**config.mk**
```make
export PLATFORM = sky130hd
export DESIGN_NAME = gpr_file_mp
export DESIGN_NICKNAME = d
export VERILOG_FILES = /design/src/rtl/gpr_file_mp.sv
export SDC_FILE = /design/constraint.sdc
export NUM_CORES = 1
export LEC_CHECK = 0
export BUFFER_PORTS_ARGS = -buffer_cell sky130_fd_sc_hd__buf_2
export CORE_MARGIN = 2
export CORE_UTILIZATION = 40
export DETAILED_ROUTE_END_ITERATION = 7
export HOLD_SLACK_MARGIN = 0.05
export PLACE_DENSITY_LB_ADDON = 0.08
export SKIP_CTS_REPAIR_TIMING = 1
export SLEW_MARGIN = 20
export SYNTH_ARGS = -nofsm -noshare
export SYNTH_HDL_FRONTEND = slang
export SYNTH_SLANG_ARGS = --single-unit
```
**constraint.sdc**
```tcl
create_clock -name clk -period 1.8 [get_ports clk]
set_input_delay 0.45 -clock clk [delete_from_list [all_inputs] [get_ports clk]]
set_output_delay 0.45 -clock clk [all_outputs]
set_load 0.05 [all_outputs]
```
**src/rtl/gpr_file_mp.sv**
```systemverilog
// Multi-port GPR file: two registered read ports, one write port, bypass,
// pending-write scoreboard and a sequenced bulk-clear engine.
module gpr_file_mp #(
    parameter int DATA_W   = 8,
    parameter int ADDR_W   = 3,
    parameter int ZERO_REG = 0
) (
    input  logic              clk,
    input  logic              rst_n,
    input  logic              rd_en,
    input  logic [ADDR_W-1:0] ra_addr,
    input  logic [ADDR_W-1:0] rb_addr,
    output logic [DATA_W-1:0] ra_data,
    output logic [DATA_W-1:0] rb_data,
    output logic              ra_busy,
    output logic              rb_busy,
    output logic              rd_valid,
    input  logic              wr_en,
    input  logic [ADDR_W-1:0] wc_addr,
    input  logic [DATA_W-1:0] wc_data,
    input  logic              resv_en,
    input  logic [ADDR_W-1:0] resv_addr,
    input  logic              clr_start,
    output logic              clr_busy
);

    localparam int DEPTH = 2 ** ADDR_W;
    localparam logic [ADDR_W-1:0] LAST = ADDR_W'(DEPTH - 1);

    typedef enum logic {
        IDLE,
        CLEAR
    } state_t;

    state_t            state_q, state_d;
    logic [ADDR_W-1:0] ptr_q, ptr_d;
    logic              clr_busy_q, clr_busy_d;

    logic [DATA_W-1:0] regs_q [DEPTH];
    logic [DATA_W-1:0] regs_d [DEPTH];
    logic [DEPTH-1:0]  busy_q, busy_d;

    logic [DATA_W-1:0] ra_data_q, ra_data_d;
    logic [DATA_W-1:0] rb_data_q, rb_data_d;
    logic              ra_busy_q, ra_busy_d;
    logic              rb_busy_q, rb_busy_d;
    logic              rd_valid_q, rd_valid_d;

    logic              zero_en;
    logic              wr_ok;
    logic              rs_ok;

    assign zero_en = (ZERO_REG != 0);
    assign wr_ok   = wr_en && !(zero_en && wc_addr == '0);
    assign rs_ok   = resv_en && !(zero_en && resv_addr == '0);

    always_comb begin
        state_d    = state_q;
        ptr_d      = ptr_q;
        clr_busy_d = clr_busy_q;
        regs_d     = regs_q;
        busy_d     = busy_q;
        ra_data_d  = ra_data_q;
        rb_data_d  = rb_data_q;
        ra_busy_d  = ra_busy_q;
        rb_busy_d  = rb_busy_q;
        rd_valid_d = 1'b0;

        unique case (state_q)
            IDLE: begin
                if (wr_ok) begin
                    regs_d[wc_addr] = wc_data;
                    busy_d[wc_addr] = 1'b0;
                end
                // Reservation after the write so a same-index pair stays busy
                if (rs_ok) begin
                    busy_d[resv_addr] = 1'b1;
                end

                if (rd_en) begin
                    rd_valid_d = 1'b1;

                    ra_data_d = regs_q[ra_addr];
                    if (wr_ok && wc_addr == ra_addr) begin
                        ra_data_d = wc_data;
                    end
                    ra_busy_d = busy_d[ra_addr];
                    if (zero_en && ra_addr == '0) begin
                        ra_data_d = '0;
                        ra_busy_d = 1'b0;
                    end

                    rb_data_d = regs_q[rb_addr];
                    if (wr_ok && wc_addr == rb_addr) begin
                        rb_data_d = wc_data;
                    end
                    rb_busy_d = busy_d[rb_addr];
                    if (zero_en && rb_addr == '0) begin
                        rb_data_d = '0;
                        rb_busy_d = 1'b0;
                    end
                end

                if (clr_start) begin
                    state_d    = CLEAR;
                    ptr_d      = '0;
                    clr_busy_d = 1'b1;
                end
            end

            CLEAR: begin
                regs_d[ptr_q] = '0;
                busy_d[ptr_q] = 1'b0;
                ptr_d         = ptr_q + 1'b1;
                if (ptr_q == LAST) begin
                    state_d    = IDLE;
                    ptr_d      = '0;
                    clr_busy_d = 1'b0;
                end
            end

            default: begin
                state_d    = IDLE;
                clr_busy_d = 1'b0;
            end
        endcase
    end

    always_ff @(posedge clk or negedge rst_n) begin
        if (!rst_n) begin
            state_q    <= IDLE;
            ptr_q      <= '0;
            clr_busy_q <= 1'b0;
            busy_q     <= '0;
            ra_data_q  <= '0;
            rb_data_q  <= '0;
            ra_busy_q  <= 1'b0;
            rb_busy_q  <= 1'b0;
            rd_valid_q <= 1'b0;
            for (int i = 0; i < DEPTH; i++) begin
                regs_q[i] <= '0;
            end
        end else begin
            state_q    <= state_d;
            ptr_q      <= ptr_d;
            clr_busy_q <= clr_busy_d;
            busy_q     <= busy_d;
            ra_data_q  <= ra_data_d;
            rb_data_q  <= rb_data_d;
            ra_busy_q  <= ra_busy_d;
            rb_busy_q  <= rb_busy_d;
            rd_valid_q <= rd_valid_d;
            for (int i = 0; i < DEPTH; i++) begin
                regs_q[i] <= regs_d[i];
            end
        end
    end

    assign ra_data  = ra_data_q;
    assign rb_data  = rb_data_q;
    assign ra_busy  = ra_busy_q;
    assign rb_busy  = rb_busy_q;
    assign rd_valid = rd_valid_q;
    assign clr_busy = clr_busy_q;

endmodule
```
==> flow_summary.yaml, run 1 <==
global_route:
  antenna_found_initial: 0
  grt_pass1_vias: 4331
  grt_usage_pct: 23.5
  grt_remaining_overflow: 0
  grt_max_degree: 34
  grt_pass1_wl_um: 25200
synthesis:
  yosys.cell_types.count: 63
  synth_seq_cells: 96
  syn_inst: 467
  synth.net_count: 495
  synth_ff_type: "dfrtp_1"
  ys_seq_area_share_pct: 44.7
  ys_async_sr_fraction_pct: 100
  synthesis.area_um2: 5370
  syn_avg_cell_area_um2: 11.5
  synth-warning-count: 0
  synth-edff-count: 0
drt:
  wirelength_um: 15800
  drt_iter0_markers: 346
  vias: 4281
  first_pass_iters: 5
  drtAntennaViolNets: 0
  via_per_inst: 5.87
  wl_per_cell_um: 21.7
  drc: 0
clock_tree:
  cts_buffer_depth: 2
  clock_sinks: 96
  cts_tree: "yes"
  cts_root_buf: "clkbuf_16"
  insertion_delay_ps: 360
  clk_pin_slew_ps: 80
  h-tree-depth: 3
  cts_made_buffers: 9
timing:
  worst_slew_pin_slew_ps: 703
  max_freq_ghz: 0.579
  rsz0062_at_grt: "false"
  fin_skew_ps: 12.1
  finalMaxSlewViolations: 0
  setup_tns_ps: 0
  hold_viol: 0
  setup-violations-final: 0
  fin_crit_sh_pct: 95.9
  relSlewSlack_pct: 52.9
  timing.hold.ws_ps: 45.1
  period_needed_ps: 1730
floorplan:
  io_pins: 46
  rows: 42
  die-width_um: 120
  die_area_um2: 14400
  die_height_um: 120
  initial_core_util_pct: 40.7
  design.core.area_um2: 13200
final_layout:
  antenna_cells: 0
  fillers: 1209
  final_area_um2: 6590
  final_core_util_pct: 50.0
  drive_above_1_share_pct: 34.2
  final_nets: 576
  area_delta_synth_final_pct: 22.8
pwr:
  ir_worst_vdd_v: 0.000867
  power_density_nw_per_um2: 1390
  total_leakage_power_nw: 3.00
placement:
  dp_hpwl_um: 11500
  port_buffers: 45
  finalWeightedCongestion: 0.854
  place_area_um2: 6250
worst_setup_path:
  critPathLaunch: "ptr_q[0]"
  worstPathArrival_ps: 1970
  max_stage_delay_ps: 510
  worstSetupPathType: "reg2reg"
  critPathTopFamily: "compound AO/OA/AOI/OAI gates"
  path_cells: "buf_4 -> nor2_1 -> a31oi_2 -> a22o_1"
  critPathLaunchType: "flop"
  worstSetupEndpointType: "flop"
  cp_max_fo: 9
  crit_buf_inv: 1
  slowest_stage: "dfrtp_1"
  rr_startpoint: "ptr_q[0]"
  required_ps: 2040
outcome:
  status: "finished, final reports clean"
run:
  maxCapViolCount: 0
worst_hold_path:
  hp-class: "in2async"
## cell usage after synthesis, types with 2 or more instances
master / instances / area, µm²
buf_2: 8 / 40.0
o211ai_1: 2 / 15.0
clkbuf_1: 19 / 71.3
o22ai_1: 2 / 12.5
nor3_2: 3 / 30.0
mux2i_1: 11 / 110
nor4bb_1: 2 / 20.0
nor2_2: 3 / 18.8
nand4_1: 4 / 25.0
nand2b_1: 3 / 18.8
nor2_1: 12 / 45.0
a21oi_1: 5 / 25.0
inv_1: 8 / 30.0
a31oi_1: 8 / 50.1
o31ai_1: 2 / 15.0
nand3_1: 15 / 75.1
o32a_1: 2 / 20.0
a211oi_1: 2 / 15.0
a32oi_1: 2 / 17.5
o21ai_0: 39 / 195
dfrtp_1: 96 / 2400
and3_1: 2 / 12.5
buf_6: 2 / 22.5
nor3b_2: 2 / 25.0
o311ai_0: 4 / 35.0
o21a_1: 2 / 15.0
a22o_1: 65 / 569
nor2b_1: 3 / 18.8
mux4_2: 32 / 721
nand2_1: 54 / 203
ha_1: 2 / 25.0
buf_4: 12 / 90.1
buf_1: 2 / 7.51
xnor2_1: 7 / 61.3
o31a_1: 2 / 17.5
## path summary, 6_finish.rpt
kind / end / depth (start not counted) / slack (ps)
max: regs_q[24] / 4 / 70
min: ra_data[3] / 1 / 50
max reg2reg: regs_q[24] / 4 / 70
min reg2reg: rb_data[3] / 2 / 480
max in group asynchronous: regs_q[48] / 2 / 1180
min in group clk: ptr_q[0] / 2 / 320
## sequential cells by signal (all words and copies together), names as in the netlist
name / flops
clr_busy: 1
regs_q: 64
ptr_q: 3
ra_busy: 1
rb_data: 8
state_q: 1
ra_data: 8
rd_valid: 1
busy_q: 8
rb_busy: 1
## worst reg2reg max path, delay by kind of cell, from the launching register on
family / cells / cell delay (ps)
AO/OA/AOI/OAI: 2 / 580
buffers and inverters: 1 / 210
flip-flops: 1 / 510
AND/OR/NAND/NOR: 1 / 320
## cell families after synthesis
group                    Yosys count  synth area share (%)
AO/OA/AOI/OAI                    149                  21.0
AND/OR/NAND/NOR                  115                  11.7
flip-flops                        96                  44.7
buffers and inverters             54                  5.29
multiplexers                      43                  15.5
XOR/XNOR                           8                  1.30
adder cells (fa/ha/maj)            2                 0.466
## routing by layer
metal,track usage [%],up-vias,wire length [µm]
li1,-,1958,-
met1,30.5,2163,6480
met2,39.3,130,8190
met3,4.85,30,720
met4,8.24,0,395
met5,0,-,0
## stage by stage
stage	total power [mW]	setup WS [ps]	instances
3_5_place_dp	7.15	-263	713
6_report	9.18	73.2	729
4_1_cts	9.22	-90.7	729
3_3_place_gp	7.08	-194	713
5_1_grt	9.71	13.6	729
2_1_floorplan	5.87	2.34	467
## cell usage in the layout (no fill, tap or decap), drive strengths merged, types with 3 or more instances in the layout
master and instances:
a21oi 6, a22o 65, a31oi 8, a32oi 3, buf 114, clkbuf 9
clkinv 3, dfrtp 96, inv 12, mux2i 11, mux4 32, nand2 55
nand2b 3, nand3 15, nand4 5, nor2 15, nor2b 3, nor3 5
o21ai 39, o311ai 5, xnor2 7
## cell type report
| cell class | count | area (µm²) | area share (%) |
|---|---|---|---|
| sequential | 96 | 2400 | 36.4 |
| clock inverter | 7 | 86.3 | 1.31 |
| clock buffer | 9 | 225 | 3.42 |
| timing repair buffer | 114 | 908 | 13.8 |
| tap | 176 | 220 | 3.34 |
| inverter | 10 | 37.5 | 0.569 |
| multi-input combinational | 317 | 2710 | 41.1 |
## power breakdown
| group | switching [mW] | total [mW] | internal (mW) |
|---|---|---|---|
| registers | 0.556 | 3.41 | 2.86 |
| clock network | 0.921 | 2.03 | 1.11 |
| logic | 2.27 | 3.74 | 1.47 |
| total | 3.75 | 9.18 | 5.43 |
Note: power is estimated with default switching activity, not from simulation.
==> run 2: changes to the inputs <==
CTS_BUF_LIST = sky130_fd_sc_hd__clkbuf_4   (was unset)
==> flow_summary.yaml, run 2 (synthesis gave the netlist of run 1 again) <==
final_layout:
  final_cell_mix: "dfrtp_1, a22o_1, buf_4, nand2_1, buf_2"
  final_core_util_pct: 48.9
  final_cells: 731
  final_nets: 577
  fillers: 1229
  drive_above_1_share_pct: 34.1
  area_delta_synth_final_pct: 20.1
  regMostFlops: "regs_q"
  largest_reg_flops: 64
  mostFrequentLayoutCell: "dfrtp_1"
pwr:
  finalPower_mw: 8.44
  p_seq_share_pct: 40.3
  swShare_pct: 43.5
  ir_worst_vdd_v: 0.000743
  p_comb_share_pct: 44.3
  switchingPower_mw: 3.67
  total_leakage_power_nw: 2.93
  power_frac_clock_pct: 15.4
  power_density_nw_per_um2: 1310
  p_int_mw: 4.77
floorplan:
  die_height_um: 120
  design.core.area_um2: 13200
  rows: 42
  io_pins: 46
  initial_core_util_pct: 40.7
  die_area_um2: 14400
  die-width_um: 120
worst_setup_path:
  worstSetupPathType: "reg2reg"
  worstPathArrival_ps: 2090
  worstSetupEndpointType: "flop"
  required_ps: 2180
  cp_max_fo: 9
  path_cells: "buf_4 -> nor2_1 -> a31oi_2 -> a22o_1"
  critPathTopFamily: "compound AO/OA/AOI/OAI gates"
  critPathLaunchType: "flop"
  slowest_stage: "dfrtp_1"
  max_stage_delay_ps: 540
  crit_buf_inv: 1
clock_tree:
  insertion_delay_ps: 500
  cts_root_buf: "clkbuf_4"
  cts_buffer_depth: 2
  h-tree-depth: 3
  cts_made_buffers: 9
  clk_pin_slew_ps: 150
  clock_sinks: 96
  cts_tree: "yes"
drt:
  first_pass_iters: 5
  drt_iter0_markers: 338
  drtAntennaViolNets: 0
  via_per_inst: 5.87
  drc: 0
  wl_per_cell_um: 21.6
  wirelength_um: 15800
  vias: 4290
timing:
  worst_slew_pin_slew_ps: 719
  finalMaxSlewViolations: 0
  fin_skew_ps: 31.7
  fin_crit_sh_pct: 94.6
  max_freq_ghz: 0.587
  timing.hold.ws_ps: 191
  rsz0062_at_grt: "false"
  layout_setup_ws_ps: 97.2
  period_needed_ps: 1700
  relSlewSlack_pct: 51.9
  hold_viol: 0
  setup-violations-final: 0
global_route:
  grt_max_degree: 34
  grt_usage_pct: 23.5
  grt_pass1_wl_um: 25100
  use_met3_pct: 4.37
  antenna_found_initial: 1
  grt_use_met1_pct: 30.9
  grt_pass1_vias: 4302
  grt_use_met2_pct: 39.3
  busiest_layer: "met2"
  grt_remaining_overflow: 0
worst_hold_path:
  hp-class: "in2reg"
placement:
  finalWeightedCongestion: 0.854
  placed_cells: 713
  post-place-ws_ps: -263
  dp_hpwl_um: 11500
  port_buffers: 45
outcome:
  status: "finished, final reports clean"
run:
  maxCapViolCount: 0
==> run 2: cell count changes in the layout (fill, tap and decap cells not counted), sizes merged <==
cell / change
diode: +1
dlygate4sd3: +1
==> run 2: through the flow <==
stage                     area [µm²]  TNS (ps)
after floorplan                 5370         0
after global placement          6250     -6160
after detailed placement        6250     -7190
after CTS                       6410     -1140
after global routing            6450         0
final                           6450         0
==> run 2: cell type report <==
class	instances	area (µm²)	area share, %
Multi-Input combinational cell	317	2710	42.1
Clock buffer	9	67.6	1.05
Tap cell	176	220	3.42
Antenna cell	1	2.50	0.0388
Sequential cell	96	2400	37.3
Timing Repair Buffer	115	918	14.2
Clock inverter	7	86.3	1.34
Inverter	10	37.5	0.582
==> run 2: worst paths after layout <==
check / startpoint / end / slack, ps / cells past startpoint
setup / recovery: ptr_q[0] / regs_q[24] / 100 / 4
hold / removal: clr_start / ptr_q[0] / 190 / 2
setup reg to reg: ptr_q[0] / regs_q[24] / 100 / 4
hold reg to reg: rb_data[3] / rb_data[3] / 500 / 2
max in group asynchronous: rst_n / ra_busy / 780 / 3
min in group asynchronous: rst_n / regs_q[59] / 430 / 2
==> run 2: power groups by stage <==
stage	Sequential (mW)	Clock (mW)	Combinational, mW
global route	3.50	1.40	4.05
global placement	3.42	0	3.66
detailed placement	3.44	0	3.72
floorplan	3.98	0	1.89
finish	3.40	1.30	3.74
CTS	3.40	1.34	3.73
==> run 2: layer usage <==
metal / up-vias / part of all wire (%)
met5: - / 0
met4: 0 / 2.0
met2: 126 / 52
met3: 24 / 4.7
met1: 2180 / 41
li1: 1960 / -
==> run 3: changes to the inputs <==
PLACE_DENSITY = 0.59   (was unset)
PLACE_DENSITY_LB_ADDON = unset   (was 0.08)
TNS_END_PERCENT = 30   (was unset)
==> flow_summary.yaml, run 3 (synthesis gave the netlist of run 1 again) <==
worst_setup_path:
  slowest_stage: "dfrtp_1"
  required_ps: 2180
  worstSetupEndpointType: "flop"
  critPathTopFamily: "compound AO/OA/AOI/OAI gates"
  crit_buf_inv: 1
  cp_max_fo: 8
  worstPathArrival_ps: 2130
  critPathLaunchType: "flop"
  max_stage_delay_ps: 470
  path_cells: "buf_4 -> nor2_1 -> a21oi_1 -> a22o_1"
  worstSetupPathType: "reg2reg"
outcome:
  status: "finished, final reports clean"
final_layout:
  final_cell_mix: "dfrtp_1, a22o_1, buf_4, nand2_1, buf_2"
  regMostFlops: "regs_q"
  final_core_util_pct: 48.6
  largest_reg_flops: 64
  final_nets: 581
  fillers: 1185
  antenna_cells: 0
  drive_above_1_share_pct: 34.3
  area_delta_synth_final_pct: 19.3
  mostFrequentLayoutCell: "dfrtp_1"
clock_tree:
  cts_made_buffers: 9
  clock_sinks: 96
  cts_root_buf: "clkbuf_4"
  clk_pin_slew_ps: 150
  insertion_delay_ps: 490
  cts_buffer_depth: 2
  cts_tree: "yes"
  h-tree-depth: 3
drt:
  first_pass_iters: 4
  wl_per_cell_um: 21.0
  drtAntennaViolNets: 0
  drc: 0
  wirelength_um: 15400
  via_per_inst: 5.86
  drt_iter0_markers: 329
  vias: 4299
timing:
  relSlewSlack_pct: 52.2
  finalMaxSlewViolations: 0
  hold_viol: 0
  fin_crit_sh_pct: 97.5
  fin_skew_ps: 19.8
  setup_tns_ps: 0
  period_needed_ps: 1760
  worst_slew_pin_slew_ps: 716
  timing.hold.ws_ps: 193
  max_freq_ghz: 0.570
  layout_setup_ws_ps: 44.1
  rsz0062_at_grt: "false"
  setup-violations-final: 0
placement:
  port_buffers: 45
  post-place-ws_ps: -253
  finalWeightedCongestion: 0.871
  dp_hpwl_um: 11400
floorplan:
  die_height_um: 120
  initial_core_util_pct: 40.7
  die_area_um2: 14400
  io_pins: 46
  die-width_um: 120
  design.core.area_um2: 13200
  rows: 42
global_route:
  antenna_found_initial: 0
  grt_pass1_wl_um: 24700
  grt_pass1_vias: 4456
  grt_remaining_overflow: 0
  grt_max_degree: 46
  grt_usage_pct: 22.8
worst_hold_path:
  hp-class: "in2reg"
pwr:
  ir_worst_vdd_v: 0.000867
  finalPower_mw: 8.31
  total_leakage_power_nw: 2.93
  power_density_nw_per_um2: 1300
run:
  maxCapViolCount: 0
run 3: where the power goes:
group	switching, mW	total (mW)	internal [mW]	leakage [nW]
Clock	0.765	1.19	0.428	0.0781
Sequential	0.587	3.44	2.85	1.30
Combinational	2.24	3.68	1.44	1.55
Total	3.59	8.31	4.72	2.93
run 3: worst paths after layout:
| path | from | to | slack, ps | cells past startpoint |
|---|---|---|---|---|
| setup / recovery | ptr_q[0] | regs_q[41] | 40 | 4 |
| hold / removal | clr_start | ptr_q[0] | 190 | 2 |
| setup reg to reg | ptr_q[0] | regs_q[41] | 40 | 4 |
| hold reg to reg | rb_data[3] | rb_data[3] | 490 | 2 |
| max in group asynchronous | rst_n | regs_q[62] | 850 | 3 |
| min in group asynchronous | rst_n | regs_q[5] | 390 | 2 |
run 3: worst register-to-register path, stage by stage, from the launching register on:
cell,delay (ps)
dfrtp_1,470
buf_4,200
nor2_1,360
a21oi_1,340
a22o_1,270
run 3: per-layer routing:
layer / track usage [%] / part of all wire, %
met3: 5.61 / 5.8
met5: 0 / 0
met4: 7.35 / 2.2
met1: 29.6 / 42
met2: 37.8 / 50
run 3: area by class of cell:
type	instances	area [µm²]	area share, %
inverters	10	37.5	0.586
clock inverters	6	68.8	1.07
well taps	176	220	3.44
clock buffers	9	67.6	1.05
repair buffers	119	898	14.0
flip-flops and latches	96	2400	37.5
multi-input cells	317	2710	42.3
run 3: per-stage QoR:
stage               instance area (µm²)  instances
detailed placement                 6230        717
global route                       6410        733
finish                             6410        733
floorplan                          5370        467
CTS                                6370        732
global placement                   6230        717
